$ cat config.mk
export PLATFORM = sky130hd
export DESIGN_NAME = mem_arbiter
export DESIGN_NICKNAME = d
export VERILOG_FILES = /design/src/rtl/mem_arb_pkg.sv /design/src/rtl/mem_arb_stats.sv /design/src/rtl/mem_arbiter.sv
export SDC_FILE = /design/constraint.sdc
export NUM_CORES = 1
export LEC_CHECK = 0
export CAP_MARGIN = 20
export CORE_AREA = 8 8 102 104
export DETAILED_ROUTE_END_ITERATION = 8
export DIE_AREA = 0 0 110 112
export DONT_BUFFER_PORTS = 1
export PLACE_DENSITY = 0.42
export SLEW_MARGIN = 20
export SYNTH_ARGS = -nofsm -noshare
export SYNTH_HDL_FRONTEND = slang
export SYNTH_SLANG_ARGS = --single-unit
$ cat constraint.sdc
create_clock -name clk -period 2.3 [get_ports clk]
set_input_delay 0.23 -clock clk [delete_from_list [all_inputs] [get_ports clk]]
set_output_delay 0.23 -clock clk [all_outputs]
set_load 0.02 [all_outputs]
$ cat src/rtl/mem_arb_pkg.sv
// Shared types and access-size encodings for the main-memory arbiter and the cache controllers.
package mem_arb_pkg;

    typedef enum logic [1:0] {
        IDLE  = 2'd0,
        OWN_I = 2'd1,
        OWN_D = 2'd2
    } arb_state_t;

    typedef enum logic [1:0] {
        OWN_NONE   = 2'd0,
        OWN_ICACHE = 2'd1,
        OWN_DCACHE = 2'd2
    } owner_t;

    localparam logic [1:0] ACCESS_BYTE = 2'b00;
    localparam logic [1:0] ACCESS_HALF = 2'b01;
    localparam logic [1:0] ACCESS_WORD = 2'b10;

endpackage

$ cat src/rtl/mem_arb_stats.sv
// Saturating burst and wait-cycle counters for the memory arbiter (built only with MEM_ARB_STATS_EN).
module mem_arb_stats (
    input  logic        clk,
    input  logic        rst,
    input  logic        i_start,
    input  logic        d_start,
    input  logic        i_wait,
    input  logic        d_wait,
    output logic [31:0] stat_i_bursts,
    output logic [31:0] stat_d_bursts,
    output logic [31:0] stat_wait_cycles
);

    function automatic logic [31:0] sat_inc(input logic [31:0] v, input logic en);
        if (en && (v != 32'hFFFF_FFFF))
            return v + 32'd1;
        return v;
    endfunction

    always_ff @(posedge clk or posedge rst) begin
        if (rst) begin
            stat_i_bursts    <= '0;
            stat_d_bursts    <= '0;
            stat_wait_cycles <= '0;
        end else begin
            stat_i_bursts    <= sat_inc(stat_i_bursts, i_start);
            stat_d_bursts    <= sat_inc(stat_d_bursts, d_start);
            stat_wait_cycles <= sat_inc(stat_wait_cycles, i_wait || d_wait);
        end
    end

endmodule

$ cat src/rtl/mem_arbiter.sv
// Burst-granular round-robin arbiter sharing one BRAM port between I- and D-cache engines.
// Optional statistics counters are enabled with `define MEM_ARB_STATS_EN.
module mem_arbiter
    import mem_arb_pkg::*;
#(
    parameter int ADDR_W    = 32,
    parameter int DATA_W    = 32,
    parameter int MAX_BEATS = 4
) (
    input  logic              clk,
    input  logic              rst,
    input  logic              i_req,
    input  logic              i_last,
    input  logic              i_we,
    input  logic [ADDR_W-1:0] i_addr,
    input  logic [DATA_W-1:0] i_wdata,
    input  logic [1:0]        i_type,
    output logic              i_gnt,
    output logic              i_rvalid,
    input  logic              d_req,
    input  logic              d_last,
    input  logic              d_we,
    input  logic [ADDR_W-1:0] d_addr,
    input  logic [DATA_W-1:0] d_wdata,
    input  logic [1:0]        d_type,
    output logic              d_gnt,
    output logic              d_rvalid,
    output logic [DATA_W-1:0] rdata,
    output logic              mem_en,
    output logic              mem_we,
    output logic [ADDR_W-1:0] mem_addr,
    output logic [DATA_W-1:0] mem_wdata,
    output logic [1:0]        mem_type,
    input  logic [DATA_W-1:0] mem_rdata,
    output logic              err_timeout
`ifdef MEM_ARB_STATS_EN
    ,
    output logic [31:0]       stat_i_bursts,
    output logic [31:0]       stat_d_bursts,
    output logic [31:0]       stat_wait_cycles
`endif
);

    localparam int CNT_W = $clog2(MAX_BEATS + 1);

    arb_state_t       state, state_nxt;
    owner_t           rr_last, rr_last_nxt;
    logic [CNT_W-1:0] beat_cnt, beat_cnt_nxt;
    logic             err_nxt;
    logic             own_req, own_last, other_req, at_cap;
    logic             rd_vld_p1;
    owner_t           rd_own_p1;

    assign own_req   = (state == OWN_I) ? i_req  : (state == OWN_D) ? d_req  : 1'b0;
    assign own_last  = (state == OWN_I) ? i_last : (state == OWN_D) ? d_last : 1'b0;
    assign other_req = (state == OWN_I) ? d_req  : i_req;
    assign at_cap    = (beat_cnt == CNT_W'(MAX_BEATS - 1));

    always_ff @(posedge clk or posedge rst) begin
        if (rst) begin
            state       <= IDLE;
            rr_last     <= OWN_ICACHE;
            beat_cnt    <= '0;
            err_timeout <= 1'b0;
        end else begin
            state       <= state_nxt;
            rr_last     <= rr_last_nxt;
            beat_cnt    <= beat_cnt_nxt;
            err_timeout <= err_nxt;
        end
    end

    always_comb begin
        state_nxt    = state;
        rr_last_nxt  = rr_last;
        beat_cnt_nxt = beat_cnt;
        err_nxt      = err_timeout;
        case (state)
            IDLE: begin
                if (i_req && d_req)
                    state_nxt = (rr_last == OWN_ICACHE) ? OWN_D : OWN_I;
                else if (i_req)
                    state_nxt = OWN_I;
                else if (d_req)
                    state_nxt = OWN_D;
            end
            OWN_I, OWN_D: begin
                if (own_req)
                    beat_cnt_nxt = beat_cnt + 1'b1;
                // Release on last beat, abort, or reaching the beat cap without a last.
                if (!own_req || own_last || at_cap) begin
                    rr_last_nxt  = (state == OWN_I) ? OWN_ICACHE : OWN_DCACHE;
                    beat_cnt_nxt = '0;
                    if (own_req && !own_last)
                        err_nxt = 1'b1;
                    if (other_req)
                        state_nxt = (state == OWN_I) ? OWN_D : OWN_I;
                    else
                        state_nxt = IDLE;
                end
            end
            default: state_nxt = IDLE;
        endcase
    end

    always_comb begin
        i_gnt     = (state == OWN_I);
        d_gnt     = (state == OWN_D);
        mem_en    = own_req;
        mem_we    = 1'b0;
        mem_addr  = '0;
        mem_wdata = '0;
        mem_type  = '0;
        if (own_req) begin
            if (state == OWN_I) begin
                mem_we    = i_we;
                mem_addr  = i_addr;
                mem_wdata = i_wdata;
                mem_type  = i_type;
            end else begin
                mem_we    = d_we;
                mem_addr  = d_addr;
                mem_wdata = d_wdata;
                mem_type  = d_type;
            end
        end
    end

    // p1: read beat issued last cycle; data returns from the BRAM now
    always_ff @(posedge clk or posedge rst) begin
        if (rst)
            rd_vld_p1 <= 1'b0;
        else
            rd_vld_p1 <= mem_en && !mem_we;
    end

    always_ff @(posedge clk) begin
        rd_own_p1 <= (state == OWN_I) ? OWN_ICACHE : OWN_DCACHE;
    end

    assign i_rvalid = rd_vld_p1 && (rd_own_p1 == OWN_ICACHE);
    assign d_rvalid = rd_vld_p1 && (rd_own_p1 == OWN_DCACHE);
    assign rdata    = mem_rdata;

`ifdef MEM_ARB_STATS_EN
    logic i_start, d_start;

    assign i_start = (state_nxt == OWN_I) && (state != OWN_I);
    assign d_start = (state_nxt == OWN_D) && (state != OWN_D);

    mem_arb_stats u_stats (
        .clk              (clk),
        .rst              (rst),
        .i_start          (i_start),
        .d_start          (d_start),
        .i_wait           (i_req && !i_gnt),
        .d_wait           (d_req && !d_gnt),
        .stat_i_bursts    (stat_i_bursts),
        .stat_d_bursts    (stat_d_bursts),
        .stat_wait_cycles (stat_wait_cycles)
    );
`endif

endmodule
After elaboration in Yosys (flattened, before gate mapping):

Cells that the tools add are included.
Widths: inputs -> output; s select.

* output and inout bits: 105
* register bits after elaboration: 11
* memory bits (writable): 0
* memories kept: 0
* ROM bits: 0
* latch bits: 0
* bits of input ports: 172

* shifts and indexed selects: 0
* reduce and logical (&&, ||, !) cells: 17
* div/mod/pow operators: 0
* equality and inequality tests: 8
* multiplexer cells: 24
* multipliers: 0
* order comparisons: 0
* bitwise logic cells: 0
* $add $sub $neg: 1

Operator list (count)
* $mux 32: 4
* $mux 2: 10
* $mux 1: 7
* $eq 2x1->1 const B: 3
* $mux 3: 2
* $reduce_and 2->1: 3
* $logic_and 1x1->1: 5
* $eq 2x2->1 const B: 2
* $ne 4x4->1 const B: 1
* $pmux 2 s2: 1
* $add 3x1->3 const B: 1
* $eq 3x2->1 const B: 1
* $logic_not 1->1: 3
* $reduce_and 3->1: 1
* $logic_not 2->1: 1
* $logic_or 1x1->1: 2
* $ne 2x2->1 const B: 1
* $reduce_bool 2->1: 1
* $reduce_or 2->1: 1

Logic depth before layout (Yosys ltp):

Gate-level depths: netlist of run 1.

* depth after elaboration: 8
* gate-level depth with buffers: 9
* depth with buffers taken out: 6

Least setup slack after synthesis of run 1:

Ideal clock, no wire load.

* path kind: reg-to-output
* start point: reg state[1]
* end point: out mem_wdata[10]
* stages on the path, launching flop included: 10
* path buffers: 3
* data required time: 2.070 ns
* arrival time: 1.822 ns
* setup slack: 0.248 ns
* cell sequence: dfrtp_1 -> inv_1 -> ha_1 -> buf_6 -> inv_1 -> and3_1 -> a21oi_2 -> buf_2 -> buf_2 -> nor2_1

* elaborated cells between the ends (all ways): 6
* classes of those cells: eq/ne (2); mux (4)

RTL lines
* start: declaration: line mem_arbiter.sv:46 `arb_state_t state, state_nxt;`
* start signal: assignment: line mem_arbiter.sv:66 `state <= state_nxt;`
* $eq 2x1->1 (*)
* named net i_gnt: line mem_arbiter.sv:18 `output logic i_gnt,`
* $mux 32 / $mux 1 (equally long branches): line mem_arbiter.sv:115, mem_arbiter.sv:54
* $mux 32 (*): line mem_arbiter.sv:114 `if (own_req) begin`
* end: declaration: line mem_arbiter.sv:32 `output logic [DATA_W-1:0] mem_wdata,`

The timed path passes the listed nets; every way through them passes the cells marked *.

Worst setup path after layout of run 1:

* start point: reg state[1]
* end point: out mem_type[0]

* longest elaborated chain between the ends: 4
* elaborated cells between the ends (all ways): 6
* classes of those cells: eq/ne (2); mux (4)

RTL lines
* $eq 2x2->1: line mem_arbiter.sv:54 `assign own_req = (state == OWN_I) ? i_req : (state == OWN_D) ? d_req : 1'b0;`
* $mux 1 (2 in series): line mem_arbiter.sv:54
* $mux 2 (*): line mem_arbiter.sv:114
* end: declaration: line mem_arbiter.sv:33 `output logic [1:0] mem_type,`

Every way passes the cells marked *; elsewhere a longest branch is shown, timed or not.

==> results.py, run 1 <==
metrics = {
    "run_status": {
        "status": "complete, no violations",
    },
    "route": {
        "detail_route.wl_per_cell_um": 20.5,
        "first_iter_violations": 44,
        "vias_after_detailed_routing": 1564,
        "routed_wl_um": 6810,
        "detail_route.drc_violations": 0,
        "drtAntennaViolNets": 0,
        "vias_per_cell": 4.71,
        "first_pass_iters": 4,
    },
    "cells_and_area": {
        "fin_nets": 401,
        "area.growth.synth_to_final_pct": 6.82,
        "post_route_cells_drive_above_1_share_pct": 16.3,
        "finish.cell_count_without_fillers": 332,
        "diodes": 0,
    },
    "synth": {
        "synth_area_mm2": 0.00185,
        "synth_top_cell_area_share_pct": 36.7,
        "ffs_latches_synth": 11,
        "synth_top_cells_by_area": "sky130_fd_sc_hd__mux2i_1 (37%), sky130_fd_sc_hd__nor2_1 (14%), sky130_fd_sc_hd__buf_4 (13%), sky130_fd_sc_hd__dfrtp_1 (11%), sky130_fd_sc_hd__ha_1 (4.7%)",
        "yosys_most_used_dff": "sky130_fd_sc_hd__dfrtp_1",
        "synth-seq-area-share_pct": 14.4,
        "synth_edf_count": 0,
        "synth_async_sr_flop_share_pct": 81.8,
        "ys_top_cells_by_count": "sky130_fd_sc_hd__nor2_1 (70), sky130_fd_sc_hd__mux2i_1 (68), sky130_fd_sc_hd__buf_4 (33)",
        "synth.avg_cell_area_um2": 7.76,
        "synthMostInstantiatedCell": "sky130_fd_sc_hd__nor2_1",
        "syn_inst": 239,
        "postSynthNetCount": 418,
        "synth_warn": 0,
        "top_cell_type_by_total_area_after_synthesis": "sky130_fd_sc_hd__mux2i_1",
        "yosys.cell_types.count": 29,
    },
    "critical_path": {
        "source_of_the_critical_timing_path": "state[1]",
        "worstReg2RegStart": "state[1]",
        "criticalPathCategory": "reg2out",
        "worst-endpoint-arrival_ps": 1930,
        "r2r_end": "state[0]",
        "ff2ff_setup_slack_ps": 360,
        "cp_data_required_time_ps": 2070,
        "worst_setup_path_end_kind": "output port",
        "worst_path_fanout_max": 30,
        "worstSetupStartpointType": "flip-flop",
        "timing.reg2reg.worst_path_depth": 6,
    },
    "sta": {
        "hold_violations": 0,
        "skew_ps": 3.03,
        "finalCriticalPeriod_ps": 2160,
        "worst_pin_slew_ps": 415,
        "drv_slew": 0,
        "worst_hold_slack_ps": 238,
        "final_cycle_share_pct": 94.0,
        "clock.fmax_mhz": 462,
        "setup_viol_count_final": 0,
        "grt_setup_unrepaired": "yes",
        "timing.max_slew.rel_slack_pct": 72.2,
    },
    "clock_tree": {
        "cts_num_sinks": 11,
        "cts.clk_slew.worst_paths_ps": 50,
        "buffers_from_clock_root_to_sink_at_most": 2,
        "setup_fix_bufs_post_cts": 0,
        "tritoncts_clock_tree": "yes",
        "clk_root_buffer_cell": "sky130_fd_sc_hd__clkbuf_8",
        "cts_buffers": 3,
        "cts_htree_levels": 1,
        "clock_latency_ps": 230,
    },
    "hold_path": {
        "number_of_cells_traversed_by_the_worst_hold_path": 2,
        "hp-start": "d_we",
        "whs_endpoint": "rd_vld_p1",
        "hold_class": "in2reg",
    },
    "global_route": {
        "gr-total-overflow": 0,
        "gr-usage-met3_pct": 3.64,
        "grt_util_met1_pct": 8.55,
        "grt_antenna_before_repair": 0,
        "number_of_global_route_vias_before_repair": 1632,
        "grt_use_total_pct": 8.88,
        "peak_usage_layer_in_the_global_routing_report": "met2",
        "grt_first_pass_wirelength_um": 8690,
        "global_route.usage.met2_pct": 17.0,
        "largest_net_degree_at_the_start_of_global_routing": 60,
    },
    "power_and_ir_drop": {
        "vdd_ir_drop_max_mv": 0.356,
        "powerDensity_mw_per_mm2": 1280,
        "totalPowerFinal_mw": 2.54,
        "power.leakage_nw": 0.842,
    },
    "floorplanning": {
        "die-area_mm2": 0.0123,
        "die_w_um": 110,
        "area_of_the_core_region_mm2": 0.00889,
        "ioPinCount": 277,
        "placementRows": 35,
        "initial_core_util_pct": 20.9,
        "dieHeight_um": 112,
    },
    "place": {
        "buffer_ports.inserted": 0,
        "post-dp-hpwl_um": 5710,
        "placed_cells": 326,
        "place.gp.congestion": 0.673,
    },
    "run": {
        "timing.max_cap.violations": 0,
    },
}
power by group:
group | leakage [nW] | total (mW) | switching, mW | internal [mW]
registers | 0.131 | 0.297 | 0.0395 | 0.258
clock network | 0.0228 | 0.189 | 0.0679 | 0.121
logic | 0.688 | 2.06 | 1.28 | 0.778
total | 0.842 | 2.54 | 1.39 | 1.16
area by class of cell:
cell class | count | area, um2
Inverter | 8 | 30.0
Tap cell | 111 | 139
Sequential cell | 11 | 268
Clock buffer | 4 | 45.0
Timing Repair Buffer | 25 | 236
Multi-Input combinational cell | 173 | 1260
Fill cell | 984 | 6910
flip-flops by register name (all words and copies together), names as in the netlist:
| signal | cells |
|---|---|
| beat_cnt | 3 |
| err_timeout | 1 |
| rd_own_p1 | 2 |
| rd_vld_p1 | 1 |
| rr_last | 2 |
| state | 2 |
through the flow:
stage	setup slack [ps]	instance area (um2)	setup TNS, ps	utilization [%]
2_1_floorplan	248	1850	0	-
3_3_place_gp	300	1890	0	21.3
3_5_place_dp	296	1890	0	21.3
4_1_cts	29.4	1950	0	21.9
5_1_grt	-10.2	1980	-19.8	22.3
6_report	138	1980	0	22.3
critical path, cell delays in order, from the launching register on:
cell and delay (ps):
sky130_fd_sc_hd__dfrtp_1 400, sky130_fd_sc_hd__inv_1 140, sky130_fd_sc_hd__ha_4 230, sky130_fd_sc_hd__inv_1 70
sky130_fd_sc_hd__and3_1 170, sky130_fd_sc_hd__a21oi_4 210, sky130_fd_sc_hd__buf_12 220, sky130_fd_sc_hd__nor2_1 80
sky130_fd_sc_hd__buf_4 170
worst max path at each step:
stage,end,slack (ps),cells after the start
after CTS,mem_type[0],30,7
after floorplan,mem_wdata[10],250,9
final,mem_type[0],140,8
after global placement,mem_wdata[25],300,6
after detailed placement,mem_addr[17],300,7
after global routing,mem_wdata[2],-10,8
repair_timing:
action / 4_1_cts / 5_1_grt
gates resized for setup: 0 / 3
endpoints found under the setup margin: 0 / 33
hold buffers: 1 / 0
endpoints found under the hold margin: 8 / 0
placed cells by master, fill, tap and decap left out, drive strengths merged:
cell type     n
buf          23
mux2i        68
dfxtp         2
a2bb2oi       1
ha            7
nand2         5
dfstp         1
o22ai         2
o2bb2ai       1
a31o          1
or3           1
dfrtp         8
a21oi         2
o21bai        1
nand4bb       1
nand3b        2
inv           8
and3          1
a21o          1
clkbuf        5
nand2b        2
and3b         1
nor2b         1
nor2         70
dlygate4sd3   1
mux2          5
kinds of logic (layout without fill, tap and decap cells):
| group | Yosys count | after routing | share of synthesized area, % |
|---|---|---|---|
| buf+inv | 55 | 37 | 18.8 |
| fa+ha+maj | 7 | 7 | 4.72 |
| simple gates | 84 | 84 | 18.8 |
| mux | 73 | 73 | 39.7 |
| compound gates | 9 | 9 | 3.64 |
| flops | 11 | 11 | 14.4 |
routing by layer:
layer / wire length, um / up-vias / part of all wire [%]
li1: - / 727 / -
met5: 0 / - / 0
met2: 3510 / 131 / 52
met3: 1010 / 2 / 15
met1: 2270 / 704 / 33
met4: 14 / 0 / 0.21
No activity file was read; power rests on OpenSTA's default activity.
==> inputs of run 2 (changes only) <==
--- a/config.mk
+++ b/config.mk
@@ -6,11 +6,11 @@
 export NUM_CORES = 1
 export LEC_CHECK = 0
 export CAP_MARGIN = 20
-export CORE_AREA = 8 8 102 104
+export CORE_AREA = 2 2 108 110
 export DETAILED_ROUTE_END_ITERATION = 8
 export DIE_AREA = 0 0 110 112
 export DONT_BUFFER_PORTS = 1
-export PLACE_DENSITY = 0.42
+export PLACE_DENSITY = 0.37
 export SLEW_MARGIN = 20
 export SYNTH_ARGS = -nofsm -noshare
 export SYNTH_HDL_FRONTEND = slang
==> constraint.sdc (replaced) <==
create_clock -name clk -period 2.3 [get_ports clk]
set_input_delay 0.46 -clock clk [delete_from_list [all_inputs] [get_ports clk]]
set_output_delay 0.46 -clock clk [all_outputs]
set_load 0.02 [all_outputs]
==> run 2 against run 1 <==
Compared with the run above: final cell count is 9.6% higher; clock skew rose by 0.83 ps; power rose by 35%; the run now ends with negative setup slack left; core utilization is 0.15 points higher; via count increased by 5.1%; sequential cell count unchanged; global-route usage up 1.0 points; non-clock buffer count is the same; critical endpoint is now mem_wdata[11]; largest power group unchanged.
==> results.py, run 2 (synthesized netlist as in run 1, its figures left out) <==
metrics = {
    "run_status": {
        "status": "finished, violations left",
        "violations": "negative setup slack",
    },
    "route": {
        "first_pass_iters": 4,
        "vias_after_detailed_routing": 1643,
        "vias_per_cell": 4.51,
        "detail_route.wl_per_cell_um": 18.7,
        "drtAntennaViolNets": 0,
        "detail_route.drc_violations": 0,
        "routed_wl_um": 6800,
        "first_iter_violations": 16,
    },
    "sta": {
        "finalCriticalPeriod_ps": 2320,
        "final_cycle_share_pct": 101,
        "setup_viol_count_final": 23,
        "hold_violations": 0,
        "timing.max_slew.rel_slack_pct": 71.5,
        "worst_hold_slack_ps": 81.2,
        "grt_setup_unrepaired": "yes",
        "clock.fmax_mhz": 430,
        "setup_ws_ps": -24.3,
        "worst_pin_slew_ps": 426,
        "drv_slew": 0,
        "skew_ps": 3.86,
    },
    "cells_and_area": {
        "flip_flop_count_of_the_largest_register_all_copies_and_words_added": 3,
        "mostFrequentLayoutCell": "sky130_fd_sc_hd__mux2i_1",
        "diodes": 0,
        "post_route_cells_drive_above_1_share_pct": 49.3,
        "area.growth.synth_to_final_pct": 35.2,
        "fillerInstances": 1189,
        "commonest_cells_after_routing_fill_and_taps_aside": "sky130_fd_sc_hd__mux2i_1 (67), sky130_fd_sc_hd__nor2_4 (35), sky130_fd_sc_hd__nor2_2 (32)",
        "fin_nets": 401,
        "multi_input_logic_area_mm2": 0.00162,
        "top_register": "beat_cnt",
        "seq_area_um2": 268,
        "post-route-cell-area_mm2": 0.00251,
        "utilization_pct": 22.4,
    },
    "floorplanning": {
        "placementRows": 39,
        "initial_core_util_pct": 16.6,
        "ioPinCount": 277,
        "die-area_mm2": 0.0123,
        "die_w_um": 110,
        "area_of_the_core_region_mm2": 0.0112,
        "dieHeight_um": 112,
    },
    "place": {
        "post-dp-hpwl_um": 4580,
        "buffer_ports.inserted": 0,
        "placed_area_mm2": 0.00181,
        "place.gp.congestion": 0.727,
    },
    "critical_path": {
        "cp_data_required_time_ps": 1840,
        "ff2ff_setup_slack_ps": 60,
        "worstSetupStartpointType": "flip-flop",
        "worst_path_fanout_max": 17,
        "worst_setup_path_end_kind": "output port",
        "criticalPathCategory": "reg2out",
        "worst-endpoint-arrival_ps": 1860,
    },
    "power_and_ir_drop": {
        "powerDensity_mw_per_mm2": 1370,
        "power.leakage_nw": 0.889,
        "vdd_ir_drop_max_mv": 0.622,
    },
    "global_route": {
        "grt_use_total_pct": 9.90,
        "grt_antenna_before_repair": 0,
        "number_of_global_route_vias_before_repair": 1623,
        "grt_first_pass_wirelength_um": 8960,
        "gr-total-overflow": 0,
        "largest_net_degree_at_the_start_of_global_routing": 33,
    },
    "clock_tree": {
        "cts_buffers": 3,
        "tritoncts_clock_tree": "yes",
        "buffers_from_clock_root_to_sink_at_most": 2,
        "cts_htree_levels": 1,
        "cts.clk_slew.worst_paths_ps": 40,
        "clock_latency_ps": 240,
        "cts_num_sinks": 11,
        "clk_root_buffer_cell": "sky130_fd_sc_hd__clkbuf_16",
    },
    "run": {
        "timing.max_cap.violations": 0,
    },
    "hold_path": {
        "hold_class": "in2async",
    },
}
run 2: changes by cell type in the layout (fill, tap and decap cells not counted), moves of 3 or more:
cell	change
sky130_fd_sc_hd__nor2_2	+32
sky130_fd_sc_hd__clkbuf_8	-3
sky130_fd_sc_hd__nor2_1	-67
sky130_fd_sc_hd__buf_16	+5
sky130_fd_sc_hd__inv_1	-3
sky130_fd_sc_hd__nor2_4	+35
sky130_fd_sc_hd__buf_4	-5
run 2: cell type report:
type / instances / share of cell area (%)
Clock buffer: 4 / 3.15
Inverter: 8 / 1.30
Multi-Input combinational cell: 173 / 64.5
Sequential cell: 11 / 10.7
Tap cell: 143 / 7.14
Timing Repair Buffer: 25 / 13.3
run 2: per-layer routing:
metal  wire [um]  track usage (%)
met1        2160             9.43
met2        3880             20.3
met3         593             1.17
met4         170             4.05
met5           0                0
run 2: final timing paths:
check,start,to,cells after the start
max reg2reg,state[1],state[1],14
min in group clk,rr_last[1],rr_last[1],1
max,state[1],mem_wdata[11],8
min,rst,rr_last[1],1
max in group asynchronous,rst,rr_last[0],1
min reg2reg,rr_last[1],rr_last[1],1
run 2: stage by stage:
step | worst slack (ps) | TNS (ps) | instances | power (mW)
2_1_floorplan | 17.7 | 0 | 239 | 1.98
3_3_place_gp | 143 | 0 | 342 | 2.16
3_5_place_dp | 52.9 | 0 | 342 | 2.19
4_1_cts | 0.710 | 0 | 363 | 3.28
5_1_grt | -86.3 | -3320 | 364 | 3.65
6_report | -24.3 | -281 | 364 | 3.43
run 2: worst max-delay path, cell delays in order (launching register included):
cell                      delay [ps]
sky130_fd_sc_hd__dfrtp_1         390
sky130_fd_sc_hd__inv_2            90
sky130_fd_sc_hd__ha_4            280
sky130_fd_sc_hd__inv_2            60
sky130_fd_sc_hd__and3_4          160
sky130_fd_sc_hd__a21oi_4         130
sky130_fd_sc_hd__buf_12          190
sky130_fd_sc_hd__buf_16          220
sky130_fd_sc_hd__nor2_2          110
run 2: report_power, final:
part	internal [mW]	switching, mW	leakage, nW
clock	0.233	0.0910	0.0382
combinational	1.15	1.66	0.721
sequential	0.258	0.0402	0.131
total	1.64	1.79	0.889
run 2: timing repair:
item                                    4_1_cts  5_1_grt
setup buffers                                12        1
cloned                                        5        0
pin swaps                                     1        2
hold buffers                                  0        0
endpoints found under the setup margin       68       59
gates resized for setup                      92       25
==> inputs of run 3 (changes only) <==
--- a/config.mk
+++ b/config.mk
@@ -7,6 +7,7 @@
 export LEC_CHECK = 0
 export CAP_MARGIN = 20
 export CORE_AREA = 2 2 108 110
+export CTS_CLUSTER_DIAMETER = 30
 export DETAILED_ROUTE_END_ITERATION = 8
 export DIE_AREA = 0 0 110 112
 export DONT_BUFFER_PORTS = 1
==> results of run 3 <==
Same layout as run 2: the final DEF is identical, and so are final timing and power.
